**src/rtl/ex_mem_stage_pkg.sv**
```systemverilog
// Shared types and constants for the EX->MEM pipeline stage.
package ex_mem_pkg;

  // Architectural condition flags, MSB first: {N,Z,C,V}
  typedef struct packed {
    logic n;
    logic z;
    logic c;
    logic v;
  } flags_t;

  // Memory / writeback controls carried into MEM
  typedef struct packed {
    logic mem_read;
    logic mem_write;
    logic reg_write;
  } mem_ctrl_t;

  // X31 as a destination is the zero register; writes to it are discarded
  localparam logic [4:0] XZR = 5'd31;

endpackage

```
**src/rtl/ex_mem_stage_zero_detect.sv**
```systemverilog
// Wide NOR reduction used to produce the Z flag from the ALU result.
module zero_detect_64 #(
  parameter int W = 64
) (
  input  logic [W-1:0] data,
  output logic         zero
);

  // Z is set only when every result bit is clear
  always_comb begin
    zero = ~|data;
  end

endmodule

```
**src/rtl/ex_mem_stage.sv**
```systemverilog
// EX->MEM pipeline register for the 64-bit LEGv8 datapath, with flag
// register, same-cycle flag bypass for B.cond and a stall-cycle counter.
module ex_mem_stage
  import ex_mem_pkg::*;
#(
  parameter int DW   = 64,
  parameter int RW   = 5,
  parameter int CNTW = 32
) (
  input  logic            clk,
  input  logic            reset_n,
  input  logic            ex_valid,
  input  logic [DW-1:0]   ex_alu_result,
  input  logic            ex_alu_carry,
  input  logic            ex_alu_overflow,
  input  logic [DW-1:0]   ex_store_data,
  input  logic [RW-1:0]   ex_rd,
  input  logic            ex_mem_read,
  input  logic            ex_mem_write,
  input  logic            ex_reg_write,
  input  logic            ex_set_flags,
  input  logic            stall,
  input  logic            flush,
  output logic            mem_valid,
  output logic [DW-1:0]   mem_alu_result,
  output logic [DW-1:0]   mem_store_data,
  output logic [RW-1:0]   mem_rd,
  output logic            mem_mem_read,
  output logic            mem_mem_write,
  output logic            mem_reg_write,
  output logic [3:0]      flags,
  output logic [3:0]      flags_bypass,
  output logic            fwd_en,
  output logic [CNTW-1:0] stall_count
);

  logic      load;
  logic      flag_wr;
  logic      res_zero;
  flags_t    flags_new;
  flags_t    flags_q;
  mem_ctrl_t ctrl_in;
  mem_ctrl_t ctrl_q;

  zero_detect_64 #(.W(DW)) u_zero (
    .data (ex_alu_result),
    .zero (res_zero)
  );

  // Edge qualifiers, flag generation and the controls presented to the stage
  always_comb begin
    load      = ~flush & ~stall;
    flag_wr   = load & ex_valid & ex_set_flags;
    flags_new = '{n: ex_alu_result[DW-1], z: res_zero,
                  c: ex_alu_carry, v: ex_alu_overflow};
    ctrl_in   = '0;
    if (ex_valid) begin
      ctrl_in.mem_read  = ex_mem_read;
      ctrl_in.mem_write = ex_mem_write;
      // Writes to XZR are dropped here so the hazard unit never forwards them
      ctrl_in.reg_write = ex_reg_write & (ex_rd != RW'(XZR));
    end
  end

  // Stage register: flush bubbles the controls but leaves data in place
  always_ff @(posedge clk or negedge reset_n) begin
    if (!reset_n) begin
      mem_valid      <= 1'b0;
      ctrl_q         <= '0;
      mem_alu_result <= '0;
      mem_store_data <= '0;
      mem_rd         <= '0;
    end else if (flush) begin
      mem_valid <= 1'b0;
      ctrl_q    <= '0;
    end else if (!stall) begin
      mem_valid      <= ex_valid;
      ctrl_q         <= ctrl_in;
      mem_alu_result <= ex_alu_result;
      mem_store_data <= ex_store_data;
      mem_rd         <= ex_rd;
    end
  end

  // Architectural flag register, written only by a flag-setting load
  always_ff @(posedge clk or negedge reset_n) begin
    if (!reset_n) begin
      flags_q <= '0;
    end else if (flag_wr) begin
      flags_q <= flags_new;
    end
  end

  // Saturating count of cycles the stage actually held (flush does not count)
  always_ff @(posedge clk or negedge reset_n) begin
    if (!reset_n) begin
      stall_count <= '0;
    end else if (stall && !flush && (stall_count != {CNTW{1'b1}})) begin
      stall_count <= stall_count + 1'b1;
    end
  end

  // Output decode: controls, forwarding enable and B.cond flag view
  always_comb begin
    mem_mem_read  = ctrl_q.mem_read;
    mem_mem_write = ctrl_q.mem_write;
    mem_reg_write = ctrl_q.reg_write;
    fwd_en        = mem_valid & ctrl_q.reg_write;
    flags         = flags_q;
    flags_bypass  = flag_wr ? flags_new : flags_q;
  end

endmodule
```
**config.mk**
```make
export PLATFORM = sky130hd
export DESIGN_NAME = ex_mem_stage
export DESIGN_NICKNAME = d
export VERILOG_FILES = /design/src/rtl/ex_mem_stage_pkg.sv /design/src/rtl/ex_mem_stage_zero_detect.sv /design/src/rtl/ex_mem_stage.sv
export SDC_FILE = /design/constraint.sdc
export NUM_CORES = 1
export LEC_CHECK = 0
export ABC_AREA = 1
export ABC_CLOCK_PERIOD_IN_PS = 4050
export BUFFER_PORTS_ARGS = -buffer_cell sky130_fd_sc_hd__buf_2
export CAP_MARGIN = 20
export CORE_MARGIN = 5
export CORE_UTILIZATION = 53
export CTS_BUF_LIST = sky130_fd_sc_hd__clkbuf_8
export DETAILED_ROUTE_END_ITERATION = 10
export PLACE_DENSITY = 0.87
export RECOVER_POWER = 50
export SLEW_MARGIN = 20
export SYNTH_ARGS = -nofsm -noshare
export SYNTH_HDL_FRONTEND = slang
export SYNTH_SLANG_ARGS = --single-unit
```
**constraint.sdc**
```tcl
create_clock -name clk -period 4.05 [get_ports clk]
set_input_delay 0.2025 -clock clk [delete_from_list [all_inputs] [get_ports clk]]
set_output_delay 0.2025 -clock clk [all_outputs]
set_load 0.1 [all_outputs]
```
; ---- Word-level counts from Yosys, hierarchy flattened
; Index checks and enable logic that the tools add are counted.
[classes]
addsub = 1
eq_ne = 3
mux = 6
bitwise_logic = 7
n_reduce_logical = 6
[op_table]
columns = op, n
row1 = OR reduction 64 bit, 1
row2 = adder 32 x 1 -> 32 bit (second input constant), 1
row3 = != test 32 bit (second input constant), 1
row4 = two-way mux 3 bit, 3
row5 = bitwise AND 1 bit, 5
row6 = != test 5 bit (second input constant), 1
row7 = two-way mux 4 bit, 1
row8 = logical AND 1 bit, 2
row9 = logical NOT 1 bit, 2
row10 = two-way mux 1 bit, 2
row11 = != test 2 x 1 -> 1 bit (second input constant), 1
row12 = inverter 1 bit, 2
row13 = AND reduction 2 bit, 1
[totals]
reg_bits = 173
input_bits = 144
wordCells = 35

; ---- Logic depth before layout (Yosys ltp)
; Gate-level depths: netlist of the first run.
[depth]
word_depth = 5
depth_mapped = 11
depth_no_buf = 10

; ---- Modules after synthesis
; Synthesis of the first run repeated with hierarchy kept, for this count alone.
[hier_totals]
hier_cells = 698
area_unflattened_um2 = 7612.3
[modules_own_cells]
columns = module, instances, cells_each, area_per_inst_um2, seq_area_each_um2
row1 = ex_mem_stage, 1, 623, 7304.5, 4329.2
row2 = zero_detect_64, 1, 75, 307.8, 0.0

; ---- Worst setup path before layout of the first run
; OpenSTA, ideal clock, no wires.
[synth_path]
kind = register -> register
from = register stall_count[0]
to = register stall_count[3]
t_arrival_ps = 2176
setup_slack_ps = 1752
stages_incl_launch_ff = 10
n_path_buf = 1
synth_period_minus_slack_ps = 2298
path_cell_list = dfrtp_1 ha_1 inv_2 nor2_4 nand2_2 nor2_4 nand2_4 buf_2 a21oi_1 nor2_1
[synth_via]
elab_chain_len = 2
elab_cells_between_ends = 3
classes_between = add/sub: 1 / eq/ne: 1 / reduce/logical: 1
[synth_rtl]
columns = element, line
row1 = start: declaration, ex_mem_stage.sv:34  ; output logic [CNTW-1:0] stall_count
row2 = start signal: assignment, ex_mem_stage.sv:99  ; stall_count <= stall_count + 1'b1;
row3 = "parallel branches: the longest is 2 deep, another holds adder 32 x 1 -> 32 bit", --
; Parallel ways; which one is timed is not known.
; A chain may end at the register's enable or synchronous reset.

; ---- Final worst setup path of the first run
[layout_path]
from = input port stall
to = register mem_alu_result[10]
[layout_via]
elab_chain_len = 2
[layout_rtl]
columns = element, line
row1 = start: declaration, ex_mem_stage.sv:22  ; input logic stall,
row2 = inverter 1 bit (no source line), --
row3 = AND reduction 2 bit (no source line), --
row4 = end signal: assignment, ex_mem_stage.sv:79  ; mem_alu_result <= ex_alu_result;
row5 = end: declaration, ex_mem_stage.sv:25  ; output logic [DW-1:0] mem_alu_result,
; Every way passes these cells.

==> results of run 1 <==
worst max-delay path by stage:
| stage | cells past startpoint | slack [ns] | endpoint |
|---|---|---|---|
| after floorplan | 9 | 1.75 | stall_count[3] |
| after global routing | 4 | 0.85 | mem_alu_result[9] |
| after CTS | 10 | 1.69 | flags_bypass[2] |
| after detailed placement | 10 | 2.09 | stall_count[17] |
| after global placement | 10 | 2.15 | stall_count[15] |
| final | 4 | 0.95 | mem_alu_result[10] |
critical path, stage by stage:
cell,delay [ns]
clkbuf_1,0.10
nor2_1,0.14
clkbuf_2,2.31
mux2_2,0.50
logic make-up (layout without fill, tap and decap cells):
logic type	count (synthesis)	in the layout
XOR/XNOR	6	6
multiplexers	133	133
flip-flops	173	173
other	0	2
AND/OR/NAND/NOR	320	320
buffers and inverters	60	530
adder cells (fa/ha/maj)	1	1
AO/OA/AOI/OAI	11	11
power groups by stage:
stage | sequential [mW] | combinational, mW | clock, mW
6_report | 2.12 | 2.62 | 1.17
5_1_grt | 2.14 | 2.67 | 1.25
4_1_cts | 2.09 | 2.57 | 1.16
3_5_place_dp | 2.12 | 2.46 | 0
3_3_place_gp | 2.10 | 2.44 | 0
2_1_floorplan | 3.75 | 0.330 | 0
Yosys cell counts:
master	instances	area, um^2
o211ai_1	1	7.51
dfrtp_1	173	4330
xnor2_1	5	43.8
and3_1	1	6.26
nand3_1	24	120
nand2_2	4	25.0
nor2_2	6	37.5
a22o_1	2	17.5
nor2_1	96	360
nand3b_1	4	30.0
xor2_1	1	8.76
buf_6	3	33.8
mux2_2	133	1500
inv_1	38	143
buf_2	16	80.1
nand4_1	14	87.6
nand2_1	165	619
inv_2	3	11.3
a21oi_1	5	25.0
o21ai_0	3	15.0
ha_1	1	12.5
nor2_4	4	45.0
nand2_4	2	22.5
per-stage QoR:
stage	hold WS, ns	cells	util (%)	cell area (um^2)
after floorplan	-0.0931	704	-	7580
after global placement	0.275	1188	67.1	9350
after detailed placement	0.271	1188	67.1	9350
after CTS	0.00110	1354	79.4	11100
after global routing	0.00714	1355	79.2	11000
final	0.0304	1356	79.2	11000
flip-flops by register name, summed over array words and instances, names as in the netlist:
name / count
stall_count: 32
mem_alu_result: 64
flags: 4
mem_valid: 1
mem_reg_write: 1
mem_store_data: 64
mem_rd: 5
mem_mem_read: 1
mem_mem_write: 1
layout make-up:
| cell class | instances | area [um^2] |
|---|---|---|
| clock buffers | 18 | 248 |
| multi-input cells | 471 | 2980 |
| flip-flops and latches | 173 | 4330 |
| well taps | 180 | 225 |
| diodes | 2 | 5.00 |
| repair buffers | 458 | 2980 |
| fillers | 781 | 2900 |
| clock inverters | 13 | 119 |
| inverters | 41 | 154 |
layer usage:
| metal | global-route usage (%) | routed length, um |
|---|---|---|
| met1 | 38.5 | 9810 |
| met2 | 57.5 | 14400 |
| met3 | 10.1 | 2390 |
| met4 | 23.7 | 2050 |
| met5 | 0 | 20 |
==> metrics.yaml, run 1 <==
status: "finished, violations left"
violations: "capacitance limit, slew limit"
die_w_um: 130
die_area_um2: 16800
insertion_delay_ns: 0.45
start_util_pct: 54.4
antenna_found_initial: 2
max-vdd-ir-drop_uv: 391
synthAdderAreaFrac_pct: 0.165
p_leak_nw: 5.35
syn_avg_cell_area_um2: 10.8
core_area_um2: 13900
crit_path_start_kind: "primary input"
p_per_area_nw_per_um2: 536
postRouteAntennaNets: 0
finalSetupTns_ns: 0
finalWirelength_mm: 28.6
synth_area_um2: 7580
grt.total_usage_pct: 34.7
fmax_mhz: 322
maxSlewHeadroom_pct: -125
skew_ns: 0.0113
final_cell_mix: "buf_2 (317), dfrtp_1 (173), nand2_1 (165)"
synth_xor_area_share_pct: 0.693
clkSlewWorstSetupHoldPaths_ns: 0.08
r2r-end: "stall_count[17]"
finalWeightedCongestion: 0.906
reg2reg_from: "stall_count[0]"
row_count: 43
drv_slew: 212
cts.htree.levels: 4
hpwl_mm: 17.3
cp.required_ns: 4.37
drv_cap: 2
power_frac_comb_pct: 44.3
syn_nets: 849
hold_path_end: "mem_alu_result[10]"
seqPwrFrac_pct: 35.9
cts_root_buf: "clkbuf_8"
ctsHoldBuffers: 135
ys_ff_latch: 173
grt_start_max_net_pins: 134
nets: 1307
grt_pass1_vias: 7870
min_path_type: "in -> reg"
r2r_cells: 10
synthCells: 704
crit_start: "stall"
fin_ws_ns: 0.947
rsz0062_at_grt: "false"
drc: 0
yosysUniqueCellTypes: 23
drt_iter0_drc: 667
post_cts_resized: 0
yosys.area_share.simple_pct: 17.9
mostFrequentLayoutCell: "buf_2"
ys_warn_count: 0
crit_type: "in -> reg"
end_kind: "register"
first_pass_iters: 5
worstPathMaxFanout: 133
grt_pass1_wl_mm: 44.0
crit_arrival_ns: 3.43
hold_viol: 0
io_buffers: 321
ios: 322
fin_crit_ns: 3.10
cts_tree: "built"
power_mw: 5.91
power_switching_mw: 2.97
numCtsBuffers: 17
synth_top_family_by_area: "multiplexers"
netSwitchingFraction_pct: 50.3
yosysSeqAreaShare_pct: 57.1
syn_to_final_growth_pct: 45.6
post_cts_buffers: 0
setup_viol: 0
finalCritPeriodShare_pct: 76.6
routedWlPerCell_um: 21.1
synth_mux_area_share_pct: 19.8
overflow: 0
vias_per_cell: 5.44
drive_gt1_share_pct: 41.2
die_h_um: 130
worst_pin_slew_ns: 3.38
cts_num_sinks: 173
internal-power_mw: 2.94
synth_compound_area_share_pct: 0.859
hp-start: "ex_alu_result[10]"
num_vias: 7383
dp_slack_ns: 2.09
min_path_cells: 2
reg2reg_slack_ns: 2.08
clockBufferDepth: 2
clkPwrFrac_pct: 19.8
No activity file was read; power rests on OpenSTA's default activity.
==> inputs of run 2 (changes only) <==
--- a/config.mk
+++ b/config.mk
@@ -6,14 +6,14 @@
 export NUM_CORES = 1
 export LEC_CHECK = 0
 export ABC_AREA = 1
-export ABC_CLOCK_PERIOD_IN_PS = 4050
+export ABC_CLOCK_PERIOD_IN_PS = 2500
 export BUFFER_PORTS_ARGS = -buffer_cell sky130_fd_sc_hd__buf_2
 export CAP_MARGIN = 20
 export CORE_MARGIN = 5
-export CORE_UTILIZATION = 53
+export CORE_UTILIZATION = 45
 export CTS_BUF_LIST = sky130_fd_sc_hd__clkbuf_8
 export DETAILED_ROUTE_END_ITERATION = 10
-export PLACE_DENSITY = 0.87
+export PLACE_DENSITY = 0.79
 export RECOVER_POWER = 50
 export SLEW_MARGIN = 20
 export SYNTH_ARGS = -nofsm -noshare
==> constraint.sdc (replaced) <==
create_clock -name clk -period 2.5 [get_ports clk]
set_input_delay 0.125 -clock clk [delete_from_list [all_inputs] [get_ports clk]]
set_output_delay 0.125 -clock clk [all_outputs]
set_load 0.1 [all_outputs]
==> metrics.yaml, run 2 (synthesized netlist as in run 1, its figures left out) <==
power_frac_comb_pct: 42.8
status: "finished, violations left"
netSwitchingFraction_pct: 48.8
rsz0062_at_grt: "false"
drt_iter0_drc: 433
hpwl_mm: 16.7
postRouteAntennaNets: 0
clkPwrFrac_pct: 22.4
drv_slew: 197
antenna_found_initial: 1
routedWlPerCell_um: 18.6
mostFrequentLayoutCell: "buf_2"
multi_input_area_um2: 2980
hold_path_end: "mem_valid"
p_leak_nw: 5.42
internal-power_mw: 5.01
die_h_um: 140
clkSlewWorstSetupHoldPaths_ns: 0.08
ios: 322
drive_gt1_share_pct: 42.1
first_pass_iters: 4
min_path_cells: 4
clockBufferDepth: 2
nFillCells: 1150
violations: "capacitance limit, slew limit"
die_area_um2: 19500
finalWeightedCongestion: 0.878
vias_per_cell: 5.00
power_mw: 9.79
drc: 0
power_switching_mw: 4.78
overflow: 0
crit_top_cell: "nand2_1"
p_per_area_nw_per_um2: 869
fin_util_pct: 68.2
nets: 1314
finalWirelength_mm: 26.1
seqPwrFrac_pct: 34.8
final_cell_mix: "buf_2 (316), dfrtp_1 (173), nand2_1 (165)"
grt_pass1_wl_mm: 41.4
max_stage_delay_ns: 0.52
cts.htree.levels: 4
insertion_delay_ns: 0.44
fmax_mhz: 488
num_vias: 7015
seq_area_um2: 4330
cts_root_buf: "clkbuf_8"
grt.total_usage_pct: 26.8
grt_start_max_net_pins: 134
grt_pass1_vias: 7625
io_buffers: 321
r2r_cells: 10
worstPathMaxFanout: 5
die_w_um: 140
worst_path_max_delay_cell: "dlygate4sd3_1"
core_area_um2: 16500
top_regs: "mem_alu_result (64), mem_store_data (64), stall_count (32)"
crit_type: "in -> out"
row_count: 47
min_path_type: "in -> reg"
hold_viol: 0
start_util_pct: 45.9
cts_num_sinks: 173
end_kind: "output port"
drv_cap: 2
cts_tree: "built"
r2r-end: "stall_count[0]"
reg2reg_from: "stall_count[0]"
syn_to_final_growth_pct: 48.6
worst_pin_slew_ns: 1.89
skew_ns: 0.0115
maxSlewHeadroom_pct: -25.7
worstPathCellList: "dlygate4sd3_1 > buf_2 > nand2_1 > nor2_1 > nand2_1 > nand2_1 > buf_2"
crit_path_start_kind: "primary input"
numCtsBuffers: 17
finalSetupTns_ns: 0
finalCritPeriodShare_pct: 82.0
hp-start: "stall"
max-vdd-ir-drop_uv: 655
fin_crit_ns: 2.05
crit_arrival_ns: 1.92
setup_viol: 0
cp.required_ns: 2.38
reg2reg_slack_ns: 0.54
run 2: changes by cell type in the layout (fill, tap and decap cells not counted), moves of 2 or more:
| cell | change |
|---|---|
| buf_12 | +2 |
| bufinv_16 | +2 |
| clkinv_2 | -3 |
| dlygate4sd3_1 | +5 |
| inv_8 | +3 |
| mux2_1 | -10 |
| mux2_2 | +10 |
run 2: how the worst max path moves through the flow:
stage / startpoint / to / slack, ns / depth (start not counted)
floorplan: stall_count[0] / stall_count[3] / 0.20 / 9
global placement: stall_count[0] / stall_count[31] / 0.60 / 10
detailed placement: stall_count[0] / stall_count[0] / 0.54 / 10
CTS: ex_valid / flags_bypass[2] / 0.40 / 9
global route: stall_count[0] / stall_count[0] / 0.34 / 10
finish: ex_valid / flags_bypass[1] / 0.45 / 7
run 2: repair_timing:
action / in CTS / in global routing
gates resized for setup: 0 / 0
hold buffers: 140 / 0
hold endpoints to repair: 201 / 0
buffers inserted: 0 / 0
run 2: power by group through the flow:
| stage | combinational (mW) | sequential (mW) | clock, mW |
|---|---|---|---|
| 6_report | 4.20 | 3.41 | 2.19 |
| 3_3_place_gp | 3.95 | 3.40 | 0 |
| 3_5_place_dp | 3.98 | 3.42 | 0 |
| 2_1_floorplan | 0.535 | 6.08 | 0 |
| 4_1_cts | 4.15 | 3.37 | 2.24 |
| 5_1_grt | 4.30 | 3.45 | 2.34 |
run 2: stage by stage:
stage	setup WS, ns	area (um^2)	hold slack (ns)	std cells
final	0.451	11300	0.0511	1403
after CTS	0.397	11300	0.00549	1402
after detailed placement	0.537	9440	0.168	1230
after global placement	0.602	9440	0.165	1230
after global routing	0.337	11300	0.0657	1403
after floorplan	0.202	7580	-0.171	704
run 2: metal layers:
metal	up-vias	GRT usage, %	share of wire, %
met1	3356	29.2	35
li1	3234	-	-
met4	0	15.8	5.9
met3	96	6.86	6.8
met2	329	46.9	52
met5	-	0	0
run 2: cell type report:
cell class,instances,area share (%)
multi-input combinational,471,26.4
sequential,173,38.4
clock inverter,14,1.80
clock buffer,18,2.20
timing repair buffer,465,27.3
antenna,1,0.0222
inverter,41,1.37
tap,220,2.44
run 2: worst max-delay path: cells and delay by family:
family	cells	cell delay [ns]
buf+inv	3	1.06
simple gates	4	0.74
==> inputs of run 3 (changes only) <==
--- a/config.mk
+++ b/config.mk
@@ -6,14 +6,14 @@
 export NUM_CORES = 1
 export LEC_CHECK = 0
 export ABC_AREA = 1
-export ABC_CLOCK_PERIOD_IN_PS = 2500
+export ABC_CLOCK_PERIOD_IN_PS = 2100
 export BUFFER_PORTS_ARGS = -buffer_cell sky130_fd_sc_hd__buf_2
 export CAP_MARGIN = 20
 export CORE_MARGIN = 5
-export CORE_UTILIZATION = 45
+export CORE_UTILIZATION = 50
 export CTS_BUF_LIST = sky130_fd_sc_hd__clkbuf_8
 export DETAILED_ROUTE_END_ITERATION = 10
-export PLACE_DENSITY = 0.79
+export PLACE_DENSITY = 0.83
 export RECOVER_POWER = 50
 export SLEW_MARGIN = 20
 export SYNTH_ARGS = -nofsm -noshare
==> constraint.sdc (replaced) <==
create_clock -name clk -period 2.1 [get_ports clk]
set_input_delay 0.105 -clock clk [delete_from_list [all_inputs] [get_ports clk]]
set_output_delay 0.105 -clock clk [all_outputs]
set_load 0.1 [all_outputs]
==> metrics.yaml, run 3 (synthesized netlist as in run 1, its figures left out) <==
critPathBufInv: 3
grt_start_max_net_pins: 100
clockBufferDepth: 2
violations: "capacitance limit, slew limit"
cp.required_ns: 2.00
hpwl_mm: 17.4
finalWeightedCongestion: 0.878
end_kind: "output port"
grt_pass1_vias: 8124
crit_type: "in -> out"
max_stage_delay_ns: 0.54
die_area_um2: 17700
numCtsBuffers: 17
max-vdd-ir-drop_uv: 1060
drv_cap: 1
crit_path_start_kind: "primary input"
routedWlPerCell_um: 21.6
min_path_type: "in -> reg"
cts.htree.levels: 4
core_area_um2: 15000
syn_to_final_growth_pct: 48.7
rsz0062_at_grt: "false"
p_per_area_nw_per_um2: 1030
die_w_um: 133
setup_viol: 0
worst_pin_slew_ns: 1.53
path_delay_family: "simple AND/OR/NAND/NOR gates"
drc: 0
final_cell_mix: "buf_2 (315), nand2_1 (165), dfrtp_1 (163)"
mostFrequentLayoutCell: "buf_2"
worstPathMaxFanout: 2
cts_num_sinks: 173
p_leak_nw: 5.43
worstPathCellList: "dlygate4sd3_1 > buf_2 > nor2_1 > nand2_1 > nor2_1 > nand2_1 > nor2_1 > nand3_1 > nand2_1 > buf_12"
first_pass_iters: 5
crit_arrival_ns: 1.90
start_util_pct: 50.4
overflow: 0
grt_pass1_wl_mm: 44.4
fin_area_um2: 11300
num_vias: 7489
finalSetupTns_ns: 0
seq_area_um2: 4340
multi_input_area_um2: 2980
post_cts_buffers: 0
drive_gt1_share_pct: 43.2
nets: 1319
finalCritPeriodShare_pct: 95.6
status: "finished, violations left"
drt_iter0_drc: 562
antenna_found_initial: 2
placed_cell_area_um2: 9510
worst_path_max_delay_cell: "dlygate4sd3_1"
fmax_mhz: 498
finalWirelength_mm: 29.7
postRouteAntennaNets: 0
cts_tree: "built"
ios: 322
skew_ns: 0.00908
maxSlewHeadroom_pct: -1.95
drv_slew: 56
fin_crit_ns: 2.01
row_count: 45
grt.total_usage_pct: 32.3
top_regs: "mem_alu_result (64), mem_store_data (64), stall_count (32)"
cts_root_buf: "clkbuf_8"
nFillCells: 921
fin_hold_ws_ns: 0.0591
insertion_delay_ns: 0.46
clkSlewWorstSetupHoldPaths_ns: 0.09
hold_viol: 0
vias_per_cell: 5.44
io_buffers: 321
die_h_um: 133
-- run 3: cell count changes in the layout (fill, tap and decap cells not counted), sizes merged --
cell      previous run  this run
clkinvlp             1         2
buf                320       325
diode                1         2
bufinv               3         2
-- run 3: worst register-to-register path: stages, from the launching register on --
cell     delay, ns
dfrtp_2       0.43
ha_1          0.27
inv_2         0.07
nor2_4        0.13
nand2_2       0.09
nor2_4        0.13
nand2_4       0.18
nand2_4       0.20
inv_2         0.13
nand2_1       0.08
nand2_1       0.05
-- run 3: what timing repair did --
action,4_1_cts,5_1_grt
endpoints found under the hold margin,195,0
hold buffers,140,0
resized for setup,0,0
-- run 3: worst paths after layout --
kind / startpoint / to / slack [ns] / cells after the start
worst min-delay path: flush / mem_valid / 0.06 / 4
worst max register to register: stall_count[0] / stall_count[23] / 0.24 / 10
min in group asynchronous: reset_n / stall_count[0] / 0.56 / 2
worst min register to register: mem_store_data[51] / mem_store_data[51] / 0.51 / 1
max in group asynchronous: reset_n / stall_count[12] / 0.51 / 2
worst max-delay path: ex_alu_result[55] / flags_bypass[2] / 0.09 / 10
-- run 3: where the power goes --
part	internal, mW	switching [mW]
Clock	1.10	1.33
Combinational	0.979	4.13
Sequential	3.76	0.343
-- run 3: layout make-up --
type                       instances  area share (%)
sequential                       173            38.5
timing repair buffer             470            28.1
multi-input combinational        471            26.4
clock buffer                      18            2.20
tap                              188            2.09
inverter                          41            1.37
clock inverter                    14            1.28
antenna                            2          0.0444
-- run 3: layer usage --
metal  global-route usage, %  share of wire, %  vias up
met5                       0                 0        -
li1                        -                 -     3245
met4                    21.4               7.8        0
met3                    9.03               8.6      173
met1                    34.8                34     3533
met2                    55.5                50      538
-- run 3: through the flow --
step	std cells	worst slack, ns	util (%)	power [mW]
2_1_floorplan	704	0.0104	-	7.88
3_3_place_gp	1203	0.325	63.2	8.81
3_5_place_dp	1203	0.270	63.2	8.87
4_1_cts	1375	0.235	75.2	11.4
5_1_grt	1377	0.0411	75.0	11.9
6_report	1377	0.0920	75.0	11.6
